--- config.mk ---
export PLATFORM = sky130hd
export DESIGN_NAME = dmem_arbiter
export DESIGN_NICKNAME = d
export VERILOG_FILES = /design/src/rtl/dmem_arbiter.sv
export SDC_FILE = /design/constraint.sdc
export NUM_CORES = 1
export LEC_CHECK = 0
export ABC_CLOCK_PERIOD_IN_PS = 2800
export CAP_MARGIN = 20
export CORE_AREA = 4 4 115 117
export DETAILED_ROUTE_END_ITERATION = 8
export DIE_AREA = 0 0 119 121
export HOLD_SLACK_MARGIN = 0.12
export PLACE_DENSITY = 0.57
export REMOVE_ABC_BUFFERS = 1
export SLEW_MARGIN = 0
export SYNTH_ARGS = -nofsm -noshare
export SYNTH_HDL_FRONTEND = slang
export SYNTH_SLANG_ARGS = --single-unit
--- constraint.sdc ---
create_clock -name clk -period 2.8 [get_ports clk]
set_input_delay 0.42 -clock clk [delete_from_list [all_inputs] [get_ports clk]]
set_output_delay 0.42 -clock clk [all_outputs]
set_load 0.1 [all_outputs]
--- src/rtl/dmem_arbiter.sv ---
// Two-master data-memory arbiter: round-robin grant, m1 lock ownership,
// out-of-range detection and single-cycle read response routing.
module dmem_arbiter #(
    parameter int AW   = 32,
    parameter int IDXW = 10
) (
    input  logic          clk,
    input  logic          rst,
    input  logic          m0_req,
    input  logic          m0_we,
    input  logic [AW-1:0] m0_addr,
    input  logic [31:0]   m0_wdata,
    input  logic          m1_req,
    input  logic          m1_we,
    input  logic [AW-1:0] m1_addr,
    input  logic [31:0]   m1_wdata,
    input  logic          m1_lock,
    output logic          m0_gnt,
    output logic          m1_gnt,
    output logic          m0_rvalid,
    output logic          m1_rvalid,
    output logic [31:0]   m0_rdata,
    output logic [31:0]   m1_rdata,
    output logic          m0_err,
    output logic          m1_err,
    output logic          mem_re,
    output logic          mem_we,
    output logic [31:0]   mem_addr,
    output logic [31:0]   mem_wdata,
    input  logic [31:0]   mem_rdata
);

    typedef enum logic {ARB, LOCK1} state_t;

    state_t  state_q;
    logic    last_q;            // 1: m1 was granted most recently
    logic    rv0_q, rv1_q;
    logic    err0_q, err1_q;

    logic    m0_oor, m1_oor;
    logic    gnt0, gnt1;
    logic    sel_we, sel_oor;
    logic [AW-1:0] sel_addr;
    logic [31:0]   sel_wdata;

    if (AW > IDXW + 2) begin : g_range
        assign m0_oor = |m0_addr[AW-1:IDXW+2];
        assign m1_oor = |m1_addr[AW-1:IDXW+2];
    end else begin : g_norange
        assign m0_oor = 1'b0;
        assign m1_oor = 1'b0;
    end

    // A held lock overrides the pointer; once it drops, m1 competes normally.
    always_comb begin
        gnt0 = 1'b0;
        gnt1 = 1'b0;
        if (!rst) begin
            if (state_q == LOCK1 && m1_lock) begin
                gnt1 = m1_req;
            end else if (m0_req && m1_req) begin
                gnt0 = last_q;
                gnt1 = ~last_q;
            end else begin
                gnt0 = m0_req;
                gnt1 = m1_req;
            end
        end
    end

    always_comb begin
        sel_we    = 1'b0;
        sel_oor   = 1'b0;
        sel_addr  = '0;
        sel_wdata = '0;
        if (gnt0) begin
            sel_we    = m0_we;
            sel_oor   = m0_oor;
            sel_addr  = m0_addr;
            sel_wdata = m0_wdata;
        end else if (gnt1) begin
            sel_we    = m1_we;
            sel_oor   = m1_oor;
            sel_addr  = m1_addr;
            sel_wdata = m1_wdata;
        end
    end

    assign m0_gnt    = gnt0;
    assign m1_gnt    = gnt1;
    assign mem_re    = (gnt0 | gnt1) & ~sel_we & ~sel_oor;
    assign mem_we    = (gnt0 | gnt1) & sel_we & ~sel_oor;
    assign mem_addr  = 32'(sel_addr) & ~32'h3;
    assign mem_wdata = sel_wdata;

    always_ff @(posedge clk or posedge rst) begin
        if (rst) begin
            state_q <= ARB;
            last_q  <= 1'b1;
            rv0_q   <= 1'b0;
            rv1_q   <= 1'b0;
            err0_q  <= 1'b0;
            err1_q  <= 1'b0;
        end else begin
            case (state_q)
                ARB:     if (gnt1 && m1_lock) state_q <= LOCK1;
                LOCK1:   if (!m1_lock) state_q <= ARB;
                default: state_q <= ARB;
            endcase
            if (gnt0 | gnt1) last_q <= gnt1;
            rv0_q  <= gnt0 & ~m0_we & ~m0_oor;
            rv1_q  <= gnt1 & ~m1_we & ~m1_oor;
            err0_q <= gnt0 & m0_oor;
            err1_q <= gnt1 & m1_oor;
        end
    end

    assign m0_rvalid = rv0_q;
    assign m1_rvalid = rv1_q;
    assign m0_err    = err0_q;
    assign m1_err    = err1_q;
    assign m0_rdata  = rv0_q ? mem_rdata : '0;
    assign m1_rdata  = rv1_q ? mem_rdata : '0;

endmodule

==> summary.txt <==
GRT
  • Initial antenna violation count: 0
  • Largest net degree at the start of global routing: between 60 and 70
  • GRT Overall Usage: 14.5%
  • Global-route wire length before repair: 16400 µm
  • Number of global-route vias before repair: a little under 3000
  • Total congestion overflow: 0

Worst setup path
  • First element of the critical path: m1_lock
  • Worst EP arrival: 2310 ps
  • Worst R2R Path Depth: 4
  • Crit-path max FO: 4
  • CP Data Required Time: 2380 ps
  • R2R Path End: m1_rvalid$_DFF_PP0_
  • WS Path Type: input port to output port
  • Worst R2R Setup Slack: ~1300 ps
  • CP startpoint kind: input port
  • Critical path endpoint category: output port
  • Worst r2r src: state_q$_DFF_PP0_

Power and ir drop
  • Maximum vdd drop: approximately 0.15 mV
  • PD cells: 333 nW/µm²
  • PnR Total Power: approximately 0.0017 W
  • LEAKAGE: about 2.2 nW

STA
  • Period utilization: between 90% and 100%
  • TNS Setup: 0 ps
  • RSZ-0062 raised after global routing: true
  • Worst Clk Skew: roughly 3.7 ps
  • # setup viols final: 0
  • Final Hold Fails: 0
  • Fin crit period: about 2700 ps
  • Rel. slew slack: 48.2%
  • Final Slew Violations: 0
  • Worst-Margin Slew: 778 ps
  • Peak Freq: between 300 and 400 MHz

Cells and area
  • Share of cells above drive strength 1: 32.1%
  • Most frequent cells in the layout: clkdlybuf4s50_1, buf_4, buf_12
  • # fillers: approximately 1200
  • Final nets: roughly 640
  • Antenna diode count: 0
  • Layout area overhead: 268%
  • Commonest non-fill, non-tap cell in the layout: clkdlybuf4s50_1

Clock tree
  • Clock slew at reported path FFs: roughly 30 ps
  • CTS H-Tree Depth: 1
  • Max clock buf depth: 2
  • Number of buffers created by CTS: 3
  • Root buf cell: clkbuf_16
  • Clk Latency, worst-skew pair: ~230 ps
  • CTS tree: built
  • Num Clock Sinks: 6

Hold path
  • Min-Delay Startpoint: last_q$_DFFE_PP1N_
  • Hold Path Class: flip-flop to flip-flop
  • Endpoint, Worst Hold: last_q$_DFFE_PP1N_
  • Worst Hold Depth: 2

Synthesis
  • Synth Instances: approximately 190
  • Synthesized flop and latch total: 6
  • Seq/Total Area, Yosys: between 10% and 20%
  • Post-Syn Area: roughly 1400 µm²
  • Yosys Warn Count: 0
  • Cell variety after synth: 25
  • Mean Syn Cell Area: between 7 and 8 µm²

Floorplanning
  • Initial Util: between 10% and 20%
  • Rows: 41
  • Die width: 119 µm
  • Die height: approximately 120 µm
  • I/O pin count: between 300 and 400
  • Area of the core: ~12000 µm²
  • Area of the die: 14400 µm²

Placement
  • GP Congestion: approximately 0.75
  • HPWL after DPL: 10500 µm
  • IO buf count: between 200 and 300

Route
  • Remaining DRCs: 0
  • Post-DRT Antenna Nets: 0
  • DR iter-0 viols: 46
  • Average wire per standard cell: approximately 18 µm
  • Drt first pass iters: 4
  • Vias: 2674
  • Via-to-Cell Ratio: a little over 4
  • Final WL: 11400 µm

Status
  • Status: complete, no violations

Run
  • Max-cap viol count: 0
-- where the power goes --
part | switching (W) | internal [W]
Combinational | 0.000818 | 0.000568
Sequential | 0.00000406 | 0.0000959
Clock | 0.0000473 | 0.000189
Total | 0.000869 | 0.000853
-- synth_stat cells, drive strengths merged --
| library cell | number | area (µm²) |
|---|---|---|
| dfrtp | 5 | 125 |
| nand3 | 1 | 5.00 |
| and2 | 65 | 407 |
| dfstp | 1 | 26.3 |
| or4 | 2 | 15.0 |
| nor3 | 1 | 5.00 |
| o21ai | 1 | 5.00 |
| nand2 | 3 | 11.3 |
| nand2b | 1 | 6.26 |
| nor4 | 8 | 50.1 |
| nor2 | 4 | 15.0 |
| inv | 5 | 18.8 |
| a311o | 1 | 10.0 |
| o22ai | 1 | 6.26 |
| buf | 11 | 60.1 |
| clkbuf | 11 | 41.3 |
| or3 | 1 | 11.3 |
| nand4 | 1 | 6.26 |
| conb | 1 | 3.75 |
| o2111a | 1 | 11.3 |
| o21a | 1 | 7.51 |
| o32ai | 1 | 16.3 |
| a22o | 62 | 543 |
-- registers in the layout, indices dropped and copies added (netlist names) --
register	flops
state_q	1
m1_err	1
last_q	1
m0_rvalid	1
m1_rvalid	1
m0_err	1
-- worst max path at each step --
| stage | end | slack [ps] |
|---|---|---|
| floorplan | mem_we | -1820 |
| global placement | mem_re | 5 |
| detailed placement | mem_re | -30 |
| CTS | mem_re | 7 |
| finish | mem_re | 70 |
| global route | mem_we | -6 |
-- timing repair --
item / CTS / global route
setup endpoints to repair: 1 / 2
gates resized for setup: 1 / 5
hold buffers: 0 / 0
pin swaps: 0 / 3
buffers inserted: 0 / 0
-- metrics by stage --
step                setup WS [ps]  util, %  instances  instance area (µm²)  hold WS, ps
global placement             4.82     40.9        641                 5050          478
detailed placement          -27.1     40.9        641                 5050          489
CTS                          6.87     41.6        645                 5140          495
finish                       66.0     41.9        645                 5170          496
floorplan                   -1820        -        168                 1310          219
global route                -6.41     41.9        645                 5170          525
-- kinds of logic after synthesis --
family                 share of synthesized area, %
AOI/OAI and AO/OA                              42.6
DFF                                            10.8
other                                         0.267
and+or+nand+nor                                37.8
buffers and inverters                          8.54
-- final cells by class --
type | instances | area (µm²) | share of cell area [%]
clock buffers | 4 | 78.8 | 1.52
inverters | 5 | 18.8 | 0.363
multi-input cells | 157 | 1180 | 22.8
flip-flops and latches | 6 | 151 | 2.93
well taps | 172 | 215 | 4.16
repair buffers | 301 | 3530 | 68.2
-- critical path, stage by stage --
cell	delay [ps]
clkdlybuf4s50_1	480
nand2_1	70
a311o_1	410
or3_4	440
o32ai_4	270
buf_12	220
-- layer usage --
layer	GRT usage, %	part of all wire, %
met4	2.53	0.87
met5	0	0
met2	28.4	54
met1	15.3	35
met3	4.48	9.6
(Power assumes the default switching activity.)
